`config.mk`:
```
export PLATFORM = sky130hd
export DESIGN_NAME = sync_fifo_prog
export DESIGN_NICKNAME = d
export VERILOG_FILES = /design/src/rtl/sync_fifo_pkg.sv /design/src/rtl/fifo_mem_sdp.sv /design/src/rtl/sync_fifo_prog.sv
export SDC_FILE = /design/constraint.sdc
export NUM_CORES = 1
export LEC_CHECK = 0
export CORE_ASPECT_RATIO = 1.5
export CORE_MARGIN = 10
export CORE_UTILIZATION = 57
export DETAILED_ROUTE_END_ITERATION = 16
export PLACE_DENSITY = 0.79
export SLEW_MARGIN = 20
export SYNTH_ARGS = -nofsm -noshare
export SYNTH_HDL_FRONTEND = slang
export SYNTH_HIERARCHICAL = 1
export SYNTH_SLANG_ARGS = --single-unit
```
`constraint.sdc`:
```
create_clock -name clk -period 3.44 [get_ports clk]
set_input_delay 0.516 -clock clk [delete_from_list [all_inputs] [get_ports clk]]
set_output_delay 0.516 -clock clk [all_outputs]
set_load 0.1 [all_outputs]
```
`src/rtl/sync_fifo_pkg.sv`:
```
// Shared types and helpers for the programmable-threshold synchronous FIFO.
package sync_fifo_pkg;

  typedef struct packed {
    logic wr_ack;
    logic overflow;
    logic underflow;
  } fifo_status_t;

  // Width that can hold every occupancy value 0..depth inclusive.
  function automatic int fifo_cnt_w(input int depth);
    return $clog2(depth + 1);
  endfunction

endpackage

```
`src/rtl/fifo_mem_sdp.sv`:
```
// Simple dual-port RAM: synchronous write, registered read with read enable.
module fifo_mem_sdp #(
  parameter int DATA_WIDTH = 16,
  parameter int DEPTH      = 8,
  parameter int ADDR_W     = 3
) (
  input  logic                  clk,
  input  logic                  rst,
  input  logic                  i_we,
  input  logic [ADDR_W-1:0]     i_waddr,
  input  logic [DATA_WIDTH-1:0] i_wdata,
  input  logic                  i_re,
  input  logic [ADDR_W-1:0]     i_raddr,
  output logic [DATA_WIDTH-1:0] o_rdata
);

  logic [DATA_WIDTH-1:0] r_mem [DEPTH];
  logic [DATA_WIDTH-1:0] r_rdata;

  // Storage is deliberately left out of reset.
  always_ff @(posedge clk) begin
    if (i_we) r_mem[i_waddr] <= i_wdata;
  end

  always_ff @(posedge clk) begin
    if (rst)       r_rdata <= '0;
    else if (i_re) r_rdata <= r_mem[i_raddr];
  end

  assign o_rdata = r_rdata;

endmodule

```
`src/rtl/sync_fifo_prog.sv`:
```
// Single-clock FIFO of arbitrary depth with programmable almost-full/empty
// thresholds, synchronous flush and a clearable high-water mark.
module sync_fifo_prog
  import sync_fifo_pkg::*;
#(
  parameter int  DATA_WIDTH = 16,
  parameter int  FIFO_DEPTH = 8,
  localparam int ADDR_W     = $clog2(FIFO_DEPTH),
  localparam int CNT_W      = fifo_cnt_w(FIFO_DEPTH)
) (
  input  logic                  clk,
  input  logic                  rst,
  input  logic [DATA_WIDTH-1:0] data_in,
  input  logic                  wr_en,
  input  logic                  rd_en,
  input  logic                  flush,
  input  logic [CNT_W-1:0]      af_thresh,
  input  logic [CNT_W-1:0]      ae_thresh,
  input  logic                  hwm_clr,
  output logic [DATA_WIDTH-1:0] data_out,
  output logic                  wr_ack,
  output logic                  overflow,
  output logic                  underflow,
  output logic                  full,
  output logic                  empty,
  output logic                  almostfull,
  output logic                  almostempty,
  output logic [CNT_W-1:0]      count,
  output logic [CNT_W-1:0]      hwm
);

  localparam logic [ADDR_W-1:0] LAST_PTR = ADDR_W'(FIFO_DEPTH - 1);
  localparam logic [CNT_W-1:0]  DEPTH_C  = CNT_W'(FIFO_DEPTH);

  logic [ADDR_W-1:0] r_wr_ptr, r_rd_ptr;
  logic [CNT_W-1:0]  r_count, r_hwm, w_count_next;
  fifo_status_t      r_stat;
  logic              w_full, w_empty, w_wr_acc, w_rd_acc;

  // Explicit wrap so non-power-of-two depths never index past the last entry.
  function automatic logic [ADDR_W-1:0] ptr_inc(input logic [ADDR_W-1:0] p);
    return (p == LAST_PTR) ? '0 : p + ADDR_W'(1);
  endfunction

  assign w_full   = (r_count == DEPTH_C);
  assign w_empty  = (r_count == '0);
  assign w_wr_acc = wr_en && !w_full  && !flush;
  assign w_rd_acc = rd_en && !w_empty && !flush;

  always_comb begin
    w_count_next = r_count;
    if (flush)                      w_count_next = '0;
    else if (w_wr_acc && !w_rd_acc) w_count_next = r_count + CNT_W'(1);
    else if (!w_wr_acc && w_rd_acc) w_count_next = r_count - CNT_W'(1);
  end

  always_ff @(posedge clk) begin
    if (rst) begin
      r_wr_ptr <= '0;
      r_rd_ptr <= '0;
      r_count  <= '0;
      r_stat   <= '0;
      r_hwm    <= '0;
    end else begin
      if (flush) begin
        r_wr_ptr <= '0;
        r_rd_ptr <= '0;
      end else begin
        if (w_wr_acc) r_wr_ptr <= ptr_inc(r_wr_ptr);
        if (w_rd_acc) r_rd_ptr <= ptr_inc(r_rd_ptr);
      end
      r_count          <= w_count_next;
      r_stat.wr_ack    <= w_wr_acc;
      r_stat.overflow  <= wr_en && w_full  && !flush;
      r_stat.underflow <= rd_en && w_empty && !flush;
      // A flush drives count_next to 0, so the max keeps hwm unless cleared.
      if (hwm_clr)                    r_hwm <= w_count_next;
      else if (w_count_next > r_hwm)  r_hwm <= w_count_next;
    end
  end

  fifo_mem_sdp #(
    .DATA_WIDTH (DATA_WIDTH),
    .DEPTH      (FIFO_DEPTH),
    .ADDR_W     (ADDR_W)
  ) u_mem (
    .clk     (clk),
    .rst     (rst),
    .i_we    (w_wr_acc),
    .i_waddr (r_wr_ptr),
    .i_wdata (data_in),
    .i_re    (w_rd_acc),
    .i_raddr (r_rd_ptr),
    .o_rdata (data_out)
  );

  assign wr_ack      = r_stat.wr_ack;
  assign overflow    = r_stat.overflow;
  assign underflow   = r_stat.underflow;
  assign full        = w_full;
  assign empty       = w_empty;
  assign almostfull  = (r_count >= af_thresh);
  assign almostempty = (r_count <= ae_thresh);
  assign count       = r_count;
  assign hwm         = r_hwm;

endmodule

```
Word-level counts from Yosys, hierarchy flattened

Memories as Yosys holds them, arrays and structs flattened. A register that Yosys moved wholly into a read port is not among the register bits.
Cells that the tools add are included.

Register bits: 17
RAM bits: 128
Input port bits: 30
Output and inout bits: 31
Memories kept: 1
Logic and storage cells: 45

Memories:

| memory      | words | width | rd ports | clocked after memory_dff | write ports | RTL line           | RTL |
|---|---|---|---|---|---|---|---|
| u_mem.r_mem | 8     | 16    | 1        | 1                        | 1           | fifo_mem_sdp.sv:17 | `logic [DATA_WIDTH-1:0] r_mem [DEPTH];` |

Eq/ne operators: 3
Muxes and demuxes: 9
Add/sub/neg operators: 4
Reduce and logical (&&, ||, !) cells: 18
$lt $le $gt $ge: 3

Operators with widths:

| cell                                              | count |
|---|---|
| 2-to-1 mux 4 bit                                  | 5 |
| logical AND 1 bit                                 | 10 |
| adder 3 x 1 -> 3 bit (second input constant)      | 2 |
| equality test 3 bit (second input constant)       | 2 |
| 2-to-1 mux 3 bit                                  | 2 |
| zero test 1 bit                                   | 5 |
| adder 4 x 1 -> 4 bit (second input constant)      | 1 |
| equality test 4 bit (second input constant)       | 1 |
| >= comparator 4 bit                               | 1 |
| greater-than comparator 4 bit                     | 1 |
| less-or-equal comparator 4 bit                    | 1 |
| zero test 4 bit                                   | 1 |
| subtractor 4 x 1 -> 4 bit (second input constant) | 1 |
| 2-to-1 mux 1 bit                                  | 2 |
| nonzero test 2 bit                                | 1 |
| OR reduction 2 bit                                | 1 |

Depth between registers and ports, before layout

Word-level depth: 12
Mapped depth: 15
Gate-level depth less buffers: 14

Cells and area by module

Netlist, hierarchy kept.

By module, submodules not included:

| module         | cells each | instances | seq. area each (µm²) | area each (µm²) |
|---|---|---|---|---|
| fifo_mem_sdp   | 307        | 1         | 4,164.0              | 5,570.3 |
| sync_fifo_prog | 137        | 1         | 340.3                | 1,172.4 |

Least setup slack after synthesis

Ideal clock, no wire load.

Path type: reg2reg
Start: reg r_count[0], in the netlist count[0]
End: reg r_hwm[0], in the netlist hwm[0]
Data arrival time: 4,122 ps
Clock period less this slack: 4,254 ps
Stages on the path, launching flop included: 16
Path buffers: 1
Setup time: 132 ps
Path slack: -814 ps
Required time: 3,308 ps
Cell sequence: dfxtp_1 > inv_1 > ha_1 > nor3b_4 > or2_1 > buf_6 > inv_4 > maj3_2 > a221o_1 > inv_1 > ha_1 > nor2b_1 > o21ai_0 > a32o_1 > a21o_1 > o32ai_1

Elaborated cells between the ends (all ways): 21
Those cells by class: add/sub: 2; order compare: 1; eq/ne: 1; mux: 5; reduce/logical: 12

RTL lines:

| what                                                         | RTL line                                   | RTL |
|---|---|---|
| start: declaration                                           | sync_fifo_prog.sv:36                       | `logic [CNT_W-1:0] r_count, r_hwm, w_count_next;` |
| start signal: assignment                                     | sync_fifo_prog.sv:72                       | `r_count <= w_count_next;` |
| zero test 4 bit *                                            | sync_fifo_prog.sv:46                       | `assign w_empty = (r_count == '0);` |
| via empty                                                    | sync_fifo_prog.sv:25                       | `output logic empty,` |
| zero test 1 bit *                                            | sync_fifo_prog.sv:48                       | `assign w_rd_acc = rd_en && !w_empty && !flush;` |
| logical AND 1 bit * (2 in a row)                             | sync_fifo_prog.sv:48                       |  |
| via w_rd_acc                                                 | sync_fifo_prog.sv:38                       | `logic w_full, w_empty, w_wr_acc, w_rd_acc;` |
| logical AND 1 bit / zero test 1 bit (equally long branches)  | sync_fifo_prog.sv:54, sync_fifo_prog.sv:53 |  |
| 2-to-1 mux 4 bit / logical AND 1 bit (equally long branches) | sync_fifo_prog.sv:54, sync_fifo_prog.sv:53 |  |
| 2-to-1 mux 4 bit *                                           | sync_fifo_prog.sv:53                       | `else if (w_wr_acc && !w_rd_acc) w_count_next = r_count + CNT_W'(1);` |
| 2-to-1 mux 4 bit *                                           | sync_fifo_prog.sv:52                       | `if (flush) w_count_next = '0;` |
| via w_count_next[1]                                          | sync_fifo_prog.sv:36                       |  |
| greater-than comparator 4 bit *                              | sync_fifo_prog.sv:78                       | `else if (w_count_next > r_hwm) r_hwm <= w_count_next;` |
| nonzero test 2 bit (no line) *                               | -                                          |  |
| end signal: assignment                                       | sync_fifo_prog.sv:77                       | `if (hwm_clr) r_hwm <= w_count_next;` |
| end signal: assignment                                       | sync_fifo_prog.sv:78                       |  |
| end: declaration                                             | sync_fifo_prog.sv:36                       |  |

Mark *: on every way through the listed nets, which the timed path passes. The rest lies on a longest branch. The select of a mux whose other input is x is not followed.
A chain may end at the register's enable or synchronous reset.

Worst setup path in the final report

Start: reg r_count[1], in the netlist count[1]
End: reg r_hwm[3], in the netlist hwm[3]

Elaborated cells between the ends (all ways): 21
Those cells by class: add/sub: 2; order compare: 1; eq/ne: 1; mux: 5; reduce/logical: 12

RTL lines:

| what                                                         | RTL line |
|---|---|
| zero test 4 bit *                                            | sync_fifo_prog.sv:46 |
| zero test 1 bit *                                            | sync_fifo_prog.sv:48 |
| logical AND 1 bit * (2 in a row)                             | sync_fifo_prog.sv:48 |
| via w_rd_acc                                                 | sync_fifo_prog.sv:38 |
| logical AND 1 bit / zero test 1 bit (equally long branches)  | sync_fifo_prog.sv:54, sync_fifo_prog.sv:53 |
| 2-to-1 mux 4 bit / logical AND 1 bit (equally long branches) | sync_fifo_prog.sv:54, sync_fifo_prog.sv:53 |
| 2-to-1 mux 4 bit *                                           | sync_fifo_prog.sv:53 |
| 2-to-1 mux 4 bit *                                           | sync_fifo_prog.sv:52 |
| via w_count_next[2]                                          | sync_fifo_prog.sv:36 |
| greater-than comparator 4 bit *                              | sync_fifo_prog.sv:78 |
| nonzero test 2 bit (no line) *                               | - |

Marks and branches as above.

==> out/metrics.cfg <==
[status]
status = finished, final reports clean

[yosys]
yosysMostFrequentCell = edfxtp_1
postSynthCellCount = 444
yosys.area_share.simple_pct = 5.975
async_flop_share_pct = 0
synthTopCellsByArea = edfxtp_1 (57%), dfxtp_1 (9.8%), mux2_2 (5.3%)
ys_seq_area_share_pct = 66.80
syn-num-nets = 492
synth_top_family_by_area = multiplexers
ys_warn_count = 6
synthAdderAreaFrac_pct = 3.507
ys_seq_elements = 161
synthFlopType = edfxtp_1
syn_avg_cell_area_sq_um = 15.19
muxShareOfSynthArea_pct = 10.39
synthDistinctLibCells = 50
yosysTopAreaCellShare_pct = 57.01
synth-edff-count = 128
synth_top_cell_by_area = edfxtp_1
synth_compound_area_share_pct = 9.408
ys_top_cells_by_count = edfxtp_1 (128), mux2i_1 (34), dfxtp_1 (33), nor2_1 (33), mux2_2 (32)
syn_area_sq_um = 6743
synth_xor_area_share_pct = 0.1299

[global_routing]
grt_overflow = 0
grt_max_degree = 43
grt_pass1_vias = 4392
grt_pass1_wl_um = 23050
antenna_found_initial = 0
grt_usage_pct = 18.11

[power]
irDropWorstVdd_uv = 454.6
power_density_nw_per_um2 = 565.3
p_total_mw = 4.632
leakage_nw = 2.782

[timing]
worst_pin_slew_ns = 0.9917
period_minus_slack_ns = 3.243
rsz0062_at_grt = no
final-hold-violation-count = 0
whs_ns = 0.4877
fmax_mhz = 308.3
period_share_pct = 94.28
finalSetupViolations = 0
max-slew-margin-rel_pct = 33.68
skew_ns = 0.009271
slew_violations = 0

[job]
max_cap_viol_count = 0

[floorplanning]
die_x_um = 108.8
io_pins = 61
die-area_sq_um = 16670
start_util_pct = 58.47
rows = 48
core_sq_um = 11530
die_h_um = 153.2

[clock_tree]
cts_buffers = 17
clk_pin_slew_worst_paths_ns = 0.07
cts.htree.levels = 4
cts_tree = built
cts_hold_buf = 0
cts_setup_buffers = 0
insertion_delay_ns = 0.43
cts_buffer_depth = 2
cts_resized = 0
cts_num_sinks = 161
cts_root_buf = clkbuf_16

[setup_path]
cp_num_buf_inv = 3
startpoint = count[1]
worstReg2RegStart = count[1]
worst-setup-path-type = flop to flop
slowest_delay_ns = 0.39
crit_family = compound AO/OA/AOI/OAI gates
crit_fanout = 9
cp_slowest_cell = dfxtp_4
end_kind = flop
cp.required_ns = 3.78
critPathLaunchType = flop
crit_chain = inv_4 -> ha_4 -> nor3b_4 -> or2_1 -> inv_6 -> a31oi_1 -> mux2i_1 -> inv_1 -> ha_1 -> and2_1 -> o21ai_1 -> a32oi_1 -> o211ai_1 -> a21oi_1
critical_path_arrival_ns = 3.58

[routing]
highest_layer = met4
wl_per_cell_um = 21.49
vias = 4029
drc = 0
antenna_left = 0
wl_um = 14660
viasPerCell = 5.908
wl_met1_um = 5604
drtIter0Drc = 296
first_pass_iters = 5
met3_length_um = 1009
met2WireLength_um = 7779

[cells_and_area]
stdcell_area_sq_um = 8193
fill_cells = 758
diodes = 0
multi_input_area_sq_um = 2023
postLayoutCoreUtil_pct = 71.05
nets = 567
syn2layout_area_growth_pct = 21.51
final-seq-area_sq_um = 4516
drive_gt1_share_pct = 21.05

[min_path]
min-delay-start = u_mem/o_rdata[12]
hp-class = flop to flop

[placed_design]
gp_congestion = 0.8441
dp_hpwl_um = 9049
io_buffers = 60
post_dp_cell_area_sq_um = 7547

## state kept, by name (all words and copies together) (netlist names)
register	cells
r_wr_ptr	3
underflow	1
r_rd_ptr	3
hwm	4
u_mem/o_rdata	16
overflow	1
count	4
wr_ack	1
u_mem/r_mem	128
## cells in the final DEF (no fill, tap or decap), types with 2 or more instances in the layout
| master | synthesis | layout |
|---|---|---|
| inv_8 | 0 | 2 |
| dfxtp_1 | 33 | 28 |
| nor3_2 | 0 | 2 |
| clkdlybuf4s50_1 | 0 | 56 |
| nor2b_1 | 7 | 6 |
| and3_1 | 2 | 2 |
| a211oi_2 | 8 | 8 |
| ha_4 | 0 | 2 |
| clkinv_4 | 0 | 2 |
| inv_4 | 1 | 2 |
| a21oi_1 | 11 | 11 |
| bufinv_16 | 0 | 4 |
| a221o_1 | 14 | 14 |
| a22oi_1 | 3 | 3 |
| dfxtp_4 | 0 | 2 |
| nand2_1 | 11 | 11 |
| o21ai_0 | 4 | 3 |
| buf_4 | 0 | 19 |
| inv_6 | 0 | 7 |
| ha_1 | 18 | 16 |
| clkbuf_16 | 0 | 17 |
| mux2i_1 | 34 | 34 |
| dfxtp_2 | 0 | 3 |
| inv_1 | 17 | 14 |
| mux2_2 | 32 | 32 |
| edfxtp_1 | 128 | 128 |
| o22ai_1 | 13 | 13 |
| a211oi_1 | 9 | 9 |
| nor3_1 | 5 | 3 |
| nand3b_1 | 2 | 2 |
| nand2b_1 | 11 | 11 |
| o221ai_1 | 3 | 3 |
| buf_12 | 5 | 2 |
| nor2_1 | 33 | 32 |
| o32ai_1 | 2 | 2 |
| and2_1 | 2 | 2 |
## path summary, 6_finish.rpt
| kind | depth (start not counted) | slack, ns | end |
|---|---|---|---|
| max | 14 | 0.20 | hwm[3] |
| min | 2 | 0.49 | u_mem/o_rdata[12] |
| max reg2reg | 14 | 0.20 | hwm[3] |
| min reg2reg | 2 | 0.49 | u_mem/o_rdata[12] |
## per-layer routing
| layer | GRT usage, % | up-vias |
|---|---|---|
| met5 | 0 | - |
| met3 | 5.303 | 24 |
| met2 | 30.68 | 146 |
| li1 | - | 1868 |
| met4 | 7.246 | 0 |
| met1 | 20.71 | 1991 |
## area by class of cell
class / instances / share of cell area (%)
sequential: 161 / 55.12
timing repair buffer: 77 / 9.071
tap: 150 / 2.291
clock inverter: 15 / 2.688
inverter: 18 / 0.9469
clock buffer: 17 / 5.192
multi-input combinational: 244 / 24.69
## where the power goes
part	internal [mW]	total (mW)	switching, mW
Combinational	0.148	0.447	0.300
Sequential	2.13	2.15	0.0205
Clock	1.24	2.04	0.796
## worst reg2reg max path: cells and delay by family, from the launching register on
| family | cells | cell delay [ns] |
|---|---|---|
| simple gates | 3 | 0.74 |
| compound gates | 5 | 1.01 |
| flops | 1 | 0.39 |
| buf+inv | 3 | 0.24 |
| mux | 1 | 0.35 |
| fa+ha+maj | 2 | 0.43 |
## through the flow
step	setup WS, ns	instances	setup TNS [ns]
final	0.1967	682	0
after global placement	0.1547	650	0
after global routing	0.02842	682	0
after CTS	0.2408	682	0
after detailed placement	-0.08219	650	-0.1160
after floorplan	-0.1986	444	-0.7893
## cell families after synthesis
family                     count (synthesis)
AOI/OAI and AO/OA                         78
and+or+nand+nor                           80
adders and majority gates                 19
DFF                                      161
muxes                                     66
buffers and inverters                     39
xor gates and xnor gates                   1
(Power assumes the default switching activity.)
